File: config.mk
export PLATFORM = sky130hd
export DESIGN_NAME = riscv_ex_stage
export DESIGN_NICKNAME = d
export VERILOG_FILES = /design/src/rtl/riscv_ex_stage.sv
export SDC_FILE = /design/constraint.sdc
export NUM_CORES = 1
export LEC_CHECK = 0
export CAP_MARGIN = 20
export CELL_PAD_IN_SITES_DETAIL_PLACEMENT = 1
export CELL_PAD_IN_SITES_GLOBAL_PLACEMENT = 2
export CORE_MARGIN = 2
export CORE_UTILIZATION = 33
export DETAILED_ROUTE_END_ITERATION = 12
export PLACE_DENSITY_LB_ADDON = 0.1
export SLEW_MARGIN = 20
export SYNTH_ARGS = -nofsm -noshare
export SYNTH_HDL_FRONTEND = slang
export SYNTH_HIERARCHICAL = 1
export SYNTH_SLANG_ARGS = --single-unit
File: constraint.sdc
create_clock -name clk -period 12.07 [get_ports clk]
set_clock_uncertainty 0.2 [all_clocks]
set_input_delay 2.414 -clock clk [delete_from_list [all_inputs] [get_ports clk]]
set_output_delay 2.414 -clock clk [all_outputs]
set_load 0.005 [all_outputs]
File: src/rtl/riscv_ex_stage.sv
// RV32I execute stage: operand select with forwarding, ALU-op decode and a
// single EX/MEM output register behind a valid/ready handshake.

module riscv_alu #(
  parameter int unsigned XLEN = 32
) (
  input  logic [3:0]      i_op,
  input  logic [XLEN-1:0] i_a,
  input  logic [XLEN-1:0] i_b,
  output logic [XLEN-1:0] o_result
);
  localparam logic [3:0] AluAdd  = 4'd0;
  localparam logic [3:0] AluSub  = 4'd1;
  localparam logic [3:0] AluSll  = 4'd2;
  localparam logic [3:0] AluSlt  = 4'd3;
  localparam logic [3:0] AluSltu = 4'd4;
  localparam logic [3:0] AluXor  = 4'd5;
  localparam logic [3:0] AluSrl  = 4'd6;
  localparam logic [3:0] AluSra  = 4'd7;
  localparam logic [3:0] AluOr   = 4'd8;
  localparam logic [3:0] AluAnd  = 4'd9;

  logic [4:0] w_shamt;
  assign w_shamt = i_b[4:0];

  // Combinational ALU; codes 10..15 are never generated and yield 0.
  always_comb begin
    o_result = '0;
    case (i_op)
      AluAdd:  o_result = i_a + i_b;
      AluSub:  o_result = i_a - i_b;
      AluSll:  o_result = i_a << w_shamt;
      AluSlt:  o_result = {{(XLEN-1){1'b0}}, ($signed(i_a) < $signed(i_b))};
      AluSltu: o_result = {{(XLEN-1){1'b0}}, (i_a < i_b)};
      AluXor:  o_result = i_a ^ i_b;
      AluSrl:  o_result = i_a >> w_shamt;
      AluSra:  o_result = XLEN'($signed(i_a) >>> w_shamt);
      AluOr:   o_result = i_a | i_b;
      AluAnd:  o_result = i_a & i_b;
      default: o_result = '0;
    endcase
  end
endmodule

module riscv_ex_stage #(
  parameter int unsigned XLEN       = 32,
  parameter bit          ENABLE_FWD = 1'b1
) (
  input  logic            clk,
  input  logic            rst_n,
  input  logic            i_flush,
  input  logic            i_id_valid,
  output logic            o_id_ready,
  input  logic [XLEN-1:0] i_id_pc,
  input  logic [6:0]      i_id_opcode,
  input  logic [2:0]      i_id_funct3,
  input  logic            i_id_funct7_5,
  input  logic [4:0]      i_id_rs1_addr,
  input  logic [4:0]      i_id_rs2_addr,
  input  logic [4:0]      i_id_rd_addr,
  input  logic [XLEN-1:0] i_id_rs1_val,
  input  logic [XLEN-1:0] i_id_rs2_val,
  input  logic [XLEN-1:0] i_id_imm,
  input  logic            i_wb_we,
  input  logic [4:0]      i_wb_rd,
  input  logic [XLEN-1:0] i_wb_data,
  output logic            o_ex_valid,
  input  logic            i_ex_ready,
  output logic [XLEN-1:0] o_ex_result,
  output logic [XLEN-1:0] o_ex_rs2_val,
  output logic [XLEN-1:0] o_ex_pc,
  output logic [4:0]      o_ex_rd,
  output logic            o_ex_rd_we,
  output logic            o_ex_illegal
);
  localparam logic [3:0] AluAdd  = 4'd0;
  localparam logic [3:0] AluSub  = 4'd1;
  localparam logic [3:0] AluSll  = 4'd2;
  localparam logic [3:0] AluSlt  = 4'd3;
  localparam logic [3:0] AluSltu = 4'd4;
  localparam logic [3:0] AluXor  = 4'd5;
  localparam logic [3:0] AluSrl  = 4'd6;
  localparam logic [3:0] AluSra  = 4'd7;
  localparam logic [3:0] AluOr   = 4'd8;
  localparam logic [3:0] AluAnd  = 4'd9;

  localparam logic [6:0] OpcOp     = 7'b0110011;
  localparam logic [6:0] OpcOpImm  = 7'b0010011;
  localparam logic [6:0] OpcLui    = 7'b0110111;
  localparam logic [6:0] OpcAuipc  = 7'b0010111;
  localparam logic [6:0] OpcJal    = 7'b1101111;
  localparam logic [6:0] OpcJalr   = 7'b1100111;
  localparam logic [6:0] OpcLoad   = 7'b0000011;
  localparam logic [6:0] OpcStore  = 7'b0100011;
  localparam logic [6:0] OpcBranch = 7'b1100011;

  logic            r_valid;
  logic [XLEN-1:0] r_result;
  logic [XLEN-1:0] r_rs2_val;
  logic [XLEN-1:0] r_pc;
  logic [4:0]      r_rd;
  logic            r_rd_we;
  logic            r_illegal;

  logic            w_transfer;
  logic [XLEN-1:0] w_rs1;
  logic [XLEN-1:0] w_rs2;
  logic [XLEN-1:0] w_a;
  logic [XLEN-1:0] w_b;
  logic [3:0]      w_op;
  logic [3:0]      w_f3_op;
  logic            w_rd_we;
  logic            w_illegal;
  logic [XLEN-1:0] w_alu_result;

  assign o_id_ready = !r_valid || i_ex_ready;
  assign w_transfer = i_id_valid && o_id_ready;

  // Operand forwarding: own output register beats WB; x0 always reads zero.
  always_comb begin
    w_rs1 = i_id_rs1_val;
    w_rs2 = i_id_rs2_val;
    if (ENABLE_FWD) begin
      if (r_valid && r_rd_we && (r_rd == i_id_rs1_addr)) begin
        w_rs1 = r_result;
      end else if (i_wb_we && (i_wb_rd == i_id_rs1_addr)) begin
        w_rs1 = i_wb_data;
      end
      if (r_valid && r_rd_we && (r_rd == i_id_rs2_addr)) begin
        w_rs2 = r_result;
      end else if (i_wb_we && (i_wb_rd == i_id_rs2_addr)) begin
        w_rs2 = i_wb_data;
      end
    end
    if (i_id_rs1_addr == 5'd0) w_rs1 = '0;
    if (i_id_rs2_addr == 5'd0) w_rs2 = '0;
  end

  // funct3 -> ALU op for OP / OP-IMM; funct7_5 selects SUB only for register OP.
  always_comb begin
    w_f3_op = AluAdd;
    case (i_id_funct3)
      3'b000:  w_f3_op = (i_id_opcode == OpcOp && i_id_funct7_5) ? AluSub : AluAdd;
      3'b001:  w_f3_op = AluSll;
      3'b010:  w_f3_op = AluSlt;
      3'b011:  w_f3_op = AluSltu;
      3'b100:  w_f3_op = AluXor;
      3'b101:  w_f3_op = i_id_funct7_5 ? AluSra : AluSrl;
      3'b110:  w_f3_op = AluOr;
      default: w_f3_op = AluAnd;
    endcase
  end

  // Opcode decode; an illegal opcode feeds 0 + 0 so the result is zero.
  always_comb begin
    w_a       = '0;
    w_b       = '0;
    w_op      = AluAdd;
    w_rd_we   = 1'b0;
    w_illegal = 1'b0;
    case (i_id_opcode)
      OpcOp:     begin w_a = w_rs1;   w_b = w_rs2;    w_op = w_f3_op; w_rd_we = 1'b1; end
      OpcOpImm:  begin w_a = w_rs1;   w_b = i_id_imm; w_op = w_f3_op; w_rd_we = 1'b1; end
      OpcLui:    begin                w_b = i_id_imm;                 w_rd_we = 1'b1; end
      OpcAuipc:  begin w_a = i_id_pc; w_b = i_id_imm;                 w_rd_we = 1'b1; end
      OpcJal,
      OpcJalr:   begin w_a = i_id_pc; w_b = XLEN'(4);                 w_rd_we = 1'b1; end
      OpcLoad:   begin w_a = w_rs1;   w_b = i_id_imm;                 w_rd_we = 1'b1; end
      OpcStore:  begin w_a = w_rs1;   w_b = i_id_imm;                                 end
      OpcBranch: begin w_a = w_rs1;   w_b = w_rs2;    w_op = AluSub;                  end
      default:   w_illegal = 1'b1;
    endcase
  end

  riscv_alu #(
    .XLEN(XLEN)
  ) u_alu (
    .i_op     (w_op),
    .i_a      (w_a),
    .i_b      (w_b),
    .o_result (w_alu_result)
  );

  // EX/MEM register: flush wins, then transfer, then drain on ex_ready.
  always_ff @(posedge clk or negedge rst_n) begin
    if (!rst_n) begin
      r_valid   <= 1'b0;
      r_result  <= '0;
      r_rs2_val <= '0;
      r_pc      <= '0;
      r_rd      <= '0;
      r_rd_we   <= 1'b0;
      r_illegal <= 1'b0;
    end else if (i_flush) begin
      r_valid <= 1'b0;
    end else if (w_transfer) begin
      r_valid   <= 1'b1;
      r_result  <= w_alu_result;
      r_rs2_val <= w_rs2;
      r_pc      <= i_id_pc;
      r_rd      <= i_id_rd_addr;
      r_rd_we   <= w_rd_we && (i_id_rd_addr != 5'd0);
      r_illegal <= w_illegal;
    end else if (i_ex_ready) begin
      r_valid <= 1'b0;
    end
  end

  assign o_ex_valid   = r_valid;
  assign o_ex_result  = r_result;
  assign o_ex_rs2_val = r_rs2_val;
  assign o_ex_pc      = r_pc;
  assign o_ex_rd      = r_rd;
  assign o_ex_rd_we   = r_rd_we;
  assign o_ex_illegal = r_illegal;
endmodule

==> results_dict.tcl <==
set metrics [dict create \
    status "finished, final reports clean" \
    r2r_slack_ns 5.14 \
    yosysWarningCount 6 \
    vias 16900 \
    dp.cells 2755 \
    setup-tns-final_ns 0 \
    firstDrtPassIters 5 \
    synthToLayoutAreaGrowth_pct 24.6 \
    synth_ff_type "dfrtp_1" \
    cellLeakagePower_nw 7.11 \
    p_per_area_nw_per_um2 70.4 \
    ys_top_cells_by_count "nand2_1 (194), nor2_1 (191), o21ai_0 (174)" \
    ios 302 \
    cap_violations 0 \
    yosysSeqAreaShare 0.173 \
    grt_pass1_vias 17100 \
    die_w_um 217 \
    wl_mm 87.1 \
    cts_resized 0 \
    avgRoutedWirePerCell_um 31.4 \
    slew_headroom 0.255 \
    antenna_found_initial 9 \
    clk_pin_slew_ns 0.07 \
    row_count 78 \
    routed_via_density 6.10 \
    grt_max_degree 72 \
    synthTopCellsByArea "dfrtp_1 (17%), ha_1 (8.3%), mux2_2 (6.0%)" \
    period_needed_ns 9.06 \
    fmax_ghz 0.110 \
    ctsHoldBuffers 0 \
    critical_path_class "in -> reg" \
    cts_setup_buffers 0 \
    reg2reg_from "o_ex_rd[0]" \
    worst_ep_required_time_ns 12.13 \
    critical_path.startpoint "i_id_rs2_addr[0]" \
    synth_most_common_cell "nand2_1" \
    cts_tree "yes" \
    cts-root-buf "clkbuf_16" \
    reg2regPathDepth 18 \
    yosys_register_bits 104 \
    maxSlewViolCount 0 \
    syn_nets 2263 \
    ys_types 93 \
    coreArea_um2 45100 \
    grt_util_all_layers 0.364 \
    syn-mean-instance-area_um2 7.64 \
    htree_num_levels 3 \
    setup_viol 0 \
    stdcell_count 2773 \
    yosysTopAreaCellShare 0.173 \
    synth_edf_count 0 \
    netlist.top_cell.by_area "dfrtp_1" \
    drc 0 \
    grt_pass1_wl_mm 125 \
    peakVddDrop_mv 0.0628 \
    clock_latency_ns 0.38 \
    min_period_over_period 0.751 \
    slowest_delay_ns 0.75 \
    drtAntennaViolNets 0 \
    min_path_type "reg -> reg" \
    slowest_stage "nor2_4" \
    clock_path_buffers 2 \
    start_kind "primary input" \
    cts_buffers 9 \
    drt-initial-drc-count 1397 \
    finalHoldViolations 0 \
    grt_setup_unrepaired "false" \
    critPathMaxFanout 26 \
    worst_setup_path_end_kind "flop" \
    die_y_um 217 \
    crit_arrival_ns 9.12 \
    setup.worst_path.end "o_ex_result[17]" \
    portBuffers 301 \
    cts_sinks 104 \
    gp_congestion 0.976 \
    final_nets 2464 \
    drive_gt1_frac 0.123 \
    n_fill_cell 5463 \
    place.detailed.hpwl_mm 70.5 \
    syn-instance-count 1965 \
    rr_endpoint "o_ex_result[17]" \
    cp_cell_sequence "clkdlybuf4s50_1, xnor2_2, nand4_4, nor2_4, a211oi_2, o21ai_4, clkinv_1, ha_1, o211a_1, a211oi_1, o31a_1, nand2b_1, a21oi_1, o21ai_0, a211o_1, nand2_1, xor2_1, o221ai_1, mux2_2" \
    initial_core_util 0.333 \
    design.die.area_um2 47200 \
    gr-total-overflow 0 \
    async_flop_share 1.00 \
    syn-cell-area_um2 15000 \
    tightest_slew_ns 1.11 \
]
-- per-stage QoR --
step           hold slack [ns]  setup slack (ns)  total power [W]  instance area, um^2   util
6_report                 0.297              3.01          0.00132                18700  0.415
5_1_grt                  0.322              2.78          0.00136                18700  0.414
4_1_cts                  0.296              3.14          0.00131                18700  0.414
3_5_place_dp             0.278              2.76         0.000975                18400  0.407
3_3_place_gp             0.269              2.71         0.000973                18400  0.407
2_1_floorplan            0.273              4.45         0.000669                15000      -
-- worst min-delay path by stage --
| stage | startpoint | endpoint | slack, ns | cells past startpoint |
|---|---|---|---|---|
| after floorplan | o_ex_illegal | o_ex_illegal | 0.27 | 2 |
| after global placement | o_ex_rs2_val[18] | o_ex_rs2_val[18] | 0.27 | 2 |
| after detailed placement | o_ex_rs2_val[16] | o_ex_rs2_val[16] | 0.28 | 2 |
| after CTS | o_ex_rs2_val[3] | o_ex_rs2_val[3] | 0.30 | 2 |
| after global routing | o_ex_illegal | o_ex_illegal | 0.32 | 2 |
| final | o_ex_rs2_val[18] | o_ex_rs2_val[18] | 0.30 | 2 |
-- critical path, delay by kind of cell --
| family | cells | cell delay, ns |
|---|---|---|
| muxes | 1 | 0.36 |
| buffers and inverters | 2 | 1.16 |
| AOI/OAI and AO/OA | 9 | 2.70 |
| adders and majority gates | 1 | 0.71 |
| xor gates and xnor gates | 2 | 0.60 |
| and+or+nand+nor | 4 | 1.14 |
-- metal layers --
| metal | wire length (um) | global-route usage |
|---|---|---|
| met1 | 37600 | 0.486 |
| met2 | 39700 | 0.591 |
| met3 | 6800 | 0.0672 |
| met4 | 2890 | 0.117 |
| met5 | 55 | 0 |
-- cells by family after synthesis --
logic type / share of synthesized area
compound gates: 0.325
simple gates: 0.185
buf+inv: 0.0820
mux: 0.125
flops: 0.173
fa+ha+maj: 0.0852
xor+xnor: 0.0248
-- final cells by class --
cell class	count	area (um^2)	area share
timing repair buffer	340	3300	0.177
clock inverter	3	47.5	0.00254
antenna	2	5.00	0.000268
inverter	124	465	0.0249
sequential	104	2600	0.139
clock buffer	13	270	0.0145
multi-input combinational	1587	11200	0.602
tap	600	751	0.0402
-- state kept, by name (all words and copies together) (netlist names) --
| name | cells |
|---|---|
| o_ex_result | 32 |
| o_ex_valid | 1 |
| o_ex_rd_we | 1 |
| o_ex_illegal | 1 |
| o_ex_rd | 5 |
| o_ex_rs2_val | 32 |
| o_ex_pc | 32 |
-- placed cells by master, fill, tap and decap left out, types with 12 or more instances in the layout --
| cell type | Yosys | routed |
|---|---|---|
| o221ai_1 | 15 | 15 |
| dfrtp_1 | 104 | 104 |
| buf_4 | 8 | 40 |
| nor2b_1 | 15 | 15 |
| clkdlybuf4s50_1 | 0 | 300 |
| inv_1 | 123 | 122 |
| a211oi_1 | 25 | 25 |
| nor4_1 | 12 | 12 |
| ha_1 | 99 | 99 |
| nand2_1 | 194 | 194 |
| mux2_2 | 80 | 80 |
| xor2_1 | 13 | 13 |
| a31oi_1 | 22 | 22 |
| mux2i_1 | 86 | 86 |
| o21ai_0 | 174 | 173 |
| and3_1 | 20 | 19 |
| a221oi_1 | 19 | 19 |
| a211oi_2 | 24 | 24 |
| nor3_1 | 35 | 34 |
| a211o_1 | 14 | 14 |
| o211ai_1 | 28 | 28 |
| nor2_1 | 191 | 189 |
| nand3_1 | 31 | 31 |
| a21oi_1 | 134 | 134 |
| a22o_1 | 13 | 12 |
| nand2b_1 | 17 | 17 |
| xnor2_1 | 22 | 22 |
| o21ai_1 | 65 | 62 |
| o221ai_2 | 31 | 31 |
| a21o_1 | 24 | 24 |
-- report_power, final --
| group | total (W) | switching, W | internal (W) |
|---|---|---|---|
| registers | 0.000448 | 0.0000523 | 0.000396 |
| clock network | 0.000339 | 0.000159 | 0.000180 |
| logic | 0.000528 | 0.000271 | 0.000257 |
| total | 0.00132 | 0.000483 | 0.000833 |
No activity file was read; power rests on OpenSTA's default activity.
